### src/rtl/shift_arbiter.sv
// Two requesters share one 32-bit barrel shifter under round-robin arbitration.
// Each result lands in a per-requester response buffer with valid/ready handshake.
module shift_arbiter_lane #(
  parameter int CNT_W = 16
) (
  input  logic             clk,
  input  logic             rst,
  input  logic             i_req_valid,
  input  logic             i_gnt,
  input  logic             i_rsp_ready,
  input  logic [31:0]      i_result,
  output logic             o_elig,
  output logic             o_rsp_valid,
  output logic [31:0]      o_rsp_result,
  output logic [CNT_W-1:0] o_gnt_cnt
);
  logic             r_valid;
  logic [31:0]      r_result;
  logic [CNT_W-1:0] r_cnt;

  // A full buffer can take a new grant only if it drains in the same cycle.
  assign o_elig       = i_req_valid && (!r_valid || i_rsp_ready);
  assign o_rsp_valid  = r_valid;
  assign o_rsp_result = r_result;
  assign o_gnt_cnt    = r_cnt;

  always_ff @(posedge clk) begin
    if (rst) begin
      r_valid  <= 1'b0;
      r_result <= '0;
      r_cnt    <= '0;
    end else if (i_gnt) begin
      r_valid  <= 1'b1;
      r_result <= i_result;
      r_cnt    <= r_cnt + 1'b1;
    end else if (r_valid && i_rsp_ready) begin
      r_valid  <= 1'b0;
    end
  end
endmodule

module shift_arbiter #(
  parameter int CNT_W = 16
) (
  input  logic             clk,
  input  logic             rst,
  input  logic             req0_valid,
  input  logic             req1_valid,
  output logic             req0_ready,
  output logic             req1_ready,
  input  logic [31:0]      req0_op1,
  input  logic [31:0]      req1_op1,
  input  logic [31:0]      req0_op2,
  input  logic [31:0]      req1_op2,
  input  logic             req0_dir,
  input  logic             req1_dir,
  input  logic             req0_arith,
  input  logic             req1_arith,
  output logic             rsp0_valid,
  output logic             rsp1_valid,
  input  logic             rsp0_ready,
  input  logic             rsp1_ready,
  output logic [31:0]      rsp0_result,
  output logic [31:0]      rsp1_result,
  output logic [CNT_W-1:0] gnt0_cnt,
  output logic [CNT_W-1:0] gnt1_cnt
);
  localparam int NUM_REQ = 2;

  logic [NUM_REQ-1:0]            w_valid, w_rsp_ready, w_rsp_valid, w_elig, w_gnt;
  logic [NUM_REQ-1:0][31:0]      w_rsp_result;
  logic [NUM_REQ-1:0][CNT_W-1:0] w_cnt;
  logic [31:0]                   w_sh_op1, w_sh_op2, w_sh_res;
  logic                          w_sh_dir, w_sh_arith;
  logic                          r_prio;

  assign w_valid     = {req1_valid, req0_valid};
  assign w_rsp_ready = {rsp1_ready, rsp0_ready};

  function automatic logic [31:0] f_shift(input logic [31:0] a, input logic [31:0] s,
                                          input logic dir, input logic arith);
    logic [31:0] r;
    if (s > 32'd31)  r = (dir && arith) ? {32{a[31]}} : 32'd0;
    else if (!dir)   r = a << s[4:0];
    else if (arith)  r = 32'($signed(a) >>> s[4:0]);
    else             r = a >> s[4:0];
    return r;
  endfunction

  // r_prio names the requester that wins when both are eligible.
  always_comb begin
    w_gnt = '0;
    if (!rst) begin
      if (w_elig[0] && (!w_elig[1] || !r_prio)) w_gnt[0] = 1'b1;
      else if (w_elig[1])                       w_gnt[1] = 1'b1;
    end
  end

  always_comb begin
    w_sh_op1   = '0;
    w_sh_op2   = '0;
    w_sh_dir   = 1'b0;
    w_sh_arith = 1'b0;
    if (w_gnt[0]) begin
      w_sh_op1 = req0_op1; w_sh_op2 = req0_op2; w_sh_dir = req0_dir; w_sh_arith = req0_arith;
    end else if (w_gnt[1]) begin
      w_sh_op1 = req1_op1; w_sh_op2 = req1_op2; w_sh_dir = req1_dir; w_sh_arith = req1_arith;
    end
  end

  assign w_sh_res = f_shift(w_sh_op1, w_sh_op2, w_sh_dir, w_sh_arith);

  always_ff @(posedge clk) begin
    if (rst)         r_prio <= 1'b0;
    else if (|w_gnt) r_prio <= w_gnt[0];
  end

  for (genvar g = 0; g < NUM_REQ; g++) begin : g_lane
    shift_arbiter_lane #(.CNT_W(CNT_W)) u_lane (
      .clk          (clk),
      .rst          (rst),
      .i_req_valid  (w_valid[g]),
      .i_gnt        (w_gnt[g]),
      .i_rsp_ready  (w_rsp_ready[g]),
      .i_result     (w_sh_res),
      .o_elig       (w_elig[g]),
      .o_rsp_valid  (w_rsp_valid[g]),
      .o_rsp_result (w_rsp_result[g]),
      .o_gnt_cnt    (w_cnt[g])
    );
  end

  assign req0_ready  = w_gnt[0];
  assign req1_ready  = w_gnt[1];
  assign rsp0_valid  = w_rsp_valid[0];
  assign rsp1_valid  = w_rsp_valid[1];
  assign rsp0_result = w_rsp_result[0];
  assign rsp1_result = w_rsp_result[1];
  assign gnt0_cnt    = w_cnt[0];
  assign gnt1_cnt    = w_cnt[1];
endmodule
### config.mk
export PLATFORM = sky130hd
export DESIGN_NAME = shift_arbiter
export DESIGN_NICKNAME = d
export VERILOG_FILES = /design/src/rtl/shift_arbiter.sv
export SDC_FILE = /design/constraint.sdc
export NUM_CORES = 1
export LEC_CHECK = 0
export ABC_AREA = 1
export CORE_UTILIZATION = 45
export CTS_CLUSTER_SIZE = 20
export DETAILED_ROUTE_END_ITERATION = 6
export GPL_TIMING_DRIVEN = 0
export PLACE_DENSITY = 0.88
export RECOVER_POWER = 25
export SYNTH_ARGS = -nofsm -noshare
export SYNTH_HDL_FRONTEND = slang
export SYNTH_SLANG_ARGS = --single-unit
### constraint.sdc
create_clock -name clk -period 2.3 [get_ports clk]
set_clock_uncertainty 0.15 [all_clocks]
set_input_delay 0.46 -clock clk [delete_from_list [all_inputs] [get_ports clk]]
set_output_delay 0.46 -clock clk [all_outputs]
set_load 0.005 [all_outputs]
==> flow_metrics.tcl <==
set metrics [dict create \
    run_status "finished, violations left" \
    violated_checks "negative setup slack" \
    maximum_resistive_drop_on_vdd_uv 508 \
    cts_max_path_buffers 2 \
    pre_cts_ws_ns -1.40 \
    design.final.nets 2021 \
    final_hold_viol_count 0 \
    die_area_sq_um 20100 \
    netlist-cell-type-count 45 \
    detail_route.iter0.violations 1675 \
    max_freq_mhz 306 \
    global_route_wire_length_before_repair_mm 69.3 \
    final_critical_path_setup_slack_ns -0.964 \
    num_rows 50 \
    remaining_antenna_violation_count_after_routing 0 \
    tns_ns -57.98 \
    critPathMaxStageDelay_ns 0.68 \
    starting_utilization_of_the_core_area_pct 46.4 \
    synth_edf_count 0 \
    area_growth_pct 66.5 \
    clk_root_buffer_cell "sky130_fd_sc_hd__clkbuf_16" \
    largest_net_degree_at_the_start_of_global_routing 20 \
    reg_to_reg_setup_timing_slack_ns -0.63 \
    chipHeight_um 142 \
    startpoint_type "input port" \
    synthesized_area_sq_um 8800 \
    min-delay-start "rst" \
    finalMaxSlewViolations 0 \
    vias_in_the_first_global_route 12500 \
    timing.reg2reg.worst_path_depth 18 \
    fin_total_pwr_w 0.00709 \
    timing.critical_path.mode_cell "sky130_fd_sc_hd__nand3_1" \
    rr_endpoint "g_lane[0].u_lane.o_rsp_result[14]$_SDFFE_PP0P_" \
    drv_cap 0 \
    synth.top_cells.by_area "sky130_fd_sc_hd__nand2_1 26%, sky130_fd_sc_hd__dfxtp_1 23%, sky130_fd_sc_hd__nand3_1 20%" \
    global_route.usage.total_pct 45.4 \
    detail_route.wl_per_cell_um 22.8 \
    vias_per_cell 6.26 \
    io_pins 238 \
    synth_most_common_cell "sky130_fd_sc_hd__nand2_1" \
    drt-total-wl_mm 48.9 \
    critPathArrivalTime_ns 3.41 \
    portion_of_the_clock_cycle_consumed_by_the_worst_path_in_the_final_layout_pct 142 \
    clk-insertion-delay-late_ns 0.36 \
    hold-path-endpoint "g_lane[0].u_lane.o_gnt_cnt[6]$_SDFFE_PP0P_" \
    crit_chain "clkdlybuf4s50_1 > nor4_2 > nand4_1 > nor3_1 > nand3_1 > nand2_1 > nand2_2 > inv_1 > buf_2 > nand3_1 > nand3_1 > nand2_1 > inv_1" \
    power_per_cell_area_nw_per_um2 484 \
    finalWorstPathRequiredPeriod_ns 3.26 \
    global_route_total_overflow 0 \
    source_of_the_worst_register_to_register_timing_path "g_lane[0].u_lane.o_rsp_valid$_SDFFE_PP0P_" \
    worst_hold_path.num_cells 2 \
    critical_path_class "in2reg" \
    yosys.area.top_type "sky130_fd_sc_hd__nand2_1" \
    cts_made_buffers 9 \
    worstPathRequired_ns 2.45 \
    hpwlAfterDp_mm 34.5 \
    hold_class "in2reg" \
    numClockSinks 99 \
    ys_async_sr_fraction_pct 0 \
    synth_common_cells "600 x sky130_fd_sc_hd__nand2_1, 347 x sky130_fd_sc_hd__nand3_1, 99 x sky130_fd_sc_hd__dfxtp_1, 90 x sky130_fd_sc_hd__inv_1, 50 x sky130_fd_sc_hd__o21ai_0" \
    numPortBuffers 236 \
    worstMarginPinSlew_ns 0.733 \
    rsz0062_at_grt "yes" \
    ys_warn_count 0 \
    synth_fp_nets 1705 \
    cts.htree.levels 3 \
    number_of_antenna_violations_at_the_first_check_in_global_routing 2 \
    ys_dominant_reg_cell "sky130_fd_sc_hd__dfxtp_1" \
    tritoncts "done" \
    critPathCaptureType "register" \
    finalWeightedCongestion 1.04 \
    timing.final.setup_violations 81 \
    synth.top_cell.area_share_pct 25.6 \
    clk_transition_reported_paths_ns 0.08 \
    leakage_nw 6.74 \
    fill_cells 1367 \
    netlist_instances 1565 \
    cp_max_fo 10 \
    slew-limit-headroom_pct 50.7 \
    final_layout_size_suffix_gt1_share_pct 31.7 \
    postSynthRegisterBits 99 \
    dr_total_vias 13400 \
    core_area_sq_um 19000 \
    synth.yosys.seq_area_share_pct 22.5 \
    synth.avg_cell_area_sq_um 5.63 \
    firstDrtPassIters 6 \
    worst_path_max_delay_cell "sky130_fd_sc_hd__nor4_2" \
    post_route_drc 0 \
    fp.dieW_um 142 \
]
[worst max path at each step]
stage                                               from                                             end  slack [ns]  cells after the start
5_1_grt                                     req1_op2[20]  g_lane[0].u_lane.o_rsp_result[20]$_SDFFE_PP0P_       -0.99                     13
4_1_cts        g_lane[0].u_lane.o_rsp_valid$_SDFFE_PP0P_  g_lane[1].u_lane.o_rsp_result[19]$_SDFFE_PP0N_       -0.44                     19
3_5_place_dp                                  rsp0_ready  g_lane[1].u_lane.o_rsp_result[29]$_SDFFE_PP0N_       -1.40                     17
2_1_floorplan                                 req0_valid  g_lane[1].u_lane.o_rsp_result[19]$_SDFFE_PP0N_       -0.12                     18
3_3_place_gp                                  rsp0_ready  g_lane[1].u_lane.o_rsp_result[29]$_SDFFE_PP0N_       -1.36                     17
6_report                                     req1_op2[9]  g_lane[1].u_lane.o_rsp_result[30]$_SDFFE_PP0N_       -0.96                     13
[power by group]
part	leakage (nW)	switching, W	internal (W)	total [W]
registers	0.812	0.0000752	0.00183	0.00191
clock network	0.157	0.000744	0.000877	0.00162
logic	5.77	0.00213	0.00143	0.00356
[metrics by stage]
stage	std cells	hold slack [ns]	cell area, sq um	utilization, %
2_1_floorplan	1565	0.299	8900	-
3_3_place_gp	2061	0.293	11600	61.1
3_5_place_dp	2061	0.295	11600	61.1
4_1_cts	2127	0.248	13700	72.1
5_1_grt	2147	0.263	14700	77.3
6_report	2147	0.259	14700	77.3
[logic make-up after synthesis]
logic type	synth area share [%]
buffers and inverters	10.7
adder cells (fa/ha/maj)	0.284
flip-flops	22.5
AO/OA/AOI/OAI	10.5
AND/OR/NAND/NOR	56.1
[layout by cell type, fill, tap and decap left out, types with 9 or more instances in the layout]
master,count
sky130_fd_sc_hd__nor2_2,12
sky130_fd_sc_hd__nand3_4,15
sky130_fd_sc_hd__inv_2,15
sky130_fd_sc_hd__a21oi_1,34
sky130_fd_sc_hd__clkdlybuf4s50_1,231
sky130_fd_sc_hd__o21ai_4,9
sky130_fd_sc_hd__a31oi_1,18
sky130_fd_sc_hd__buf_4,67
sky130_fd_sc_hd__clkbuf_16,12
sky130_fd_sc_hd__and2_4,9
sky130_fd_sc_hd__nand2_1,423
sky130_fd_sc_hd__clkbuf_1,15
sky130_fd_sc_hd__o21ai_1,13
sky130_fd_sc_hd__o211ai_1,13
sky130_fd_sc_hd__inv_1,83
sky130_fd_sc_hd__o21ai_2,13
sky130_fd_sc_hd__nor2_4,12
sky130_fd_sc_hd__buf_12,10
sky130_fd_sc_hd__nor4_1,12
sky130_fd_sc_hd__buf_8,15
sky130_fd_sc_hd__nand2_2,161
sky130_fd_sc_hd__nor2_1,25
sky130_fd_sc_hd__nand3_2,124
sky130_fd_sc_hd__buf_6,33
sky130_fd_sc_hd__nand4_1,32
sky130_fd_sc_hd__o21ai_0,39
sky130_fd_sc_hd__nor3_1,14
sky130_fd_sc_hd__dfxtp_1,97
sky130_fd_sc_hd__nand2_4,21
sky130_fd_sc_hd__nand3_1,212
sky130_fd_sc_hd__buf_2,10
[layout make-up]
type                    count  area, sq um  share of cell area [%]
diodes                      1         2.50                  0.0171
flip-flops and latches     99         1990                    13.6
clock buffers               9          225                    1.54
well taps                 260          325                    2.22
multi-input cells        1256         7530                    51.4
repair buffers            305         3090                    21.1
inverters                 106          438                    2.99
clock inverters             7         95.1                   0.649
repair inverters            1         11.3                  0.0768
plain buffers             103          947                    6.46
[what timing repair did]
action | in CTS | in global routing
buffers inserted | 45 | 19
endpoints found under the setup margin | 88 | 84
resized for setup | 376 | 223
hold buffers | 0 | 0
pin swaps | 58 | 63
cloned | 5 | 1
[sequential cells by signal, indices dropped and copies added (netlist names)]
| name | flops |
|---|---|
| g_lane.u_lane.o_gnt_cnt | 32 |
| r_prio | 1 |
| g_lane.u_lane.o_rsp_result | 64 |
| g_lane.u_lane.o_rsp_valid | 2 |
[critical path: cells and delay by family]
kind	cells	cell delay, ns
buffers and inverters	4	1.11
AND/OR/NAND/NOR	9	1.83
[metal layers]
metal,wire length [um],vias up,track usage (%)
met2,20800,1115,70.5
met3,7330,270,16.4
li1,-,5853,-
met5,51,-,0
met4,2960,4,21.0
met1,17700,6188,55.8
(Power assumes the default switching activity.)
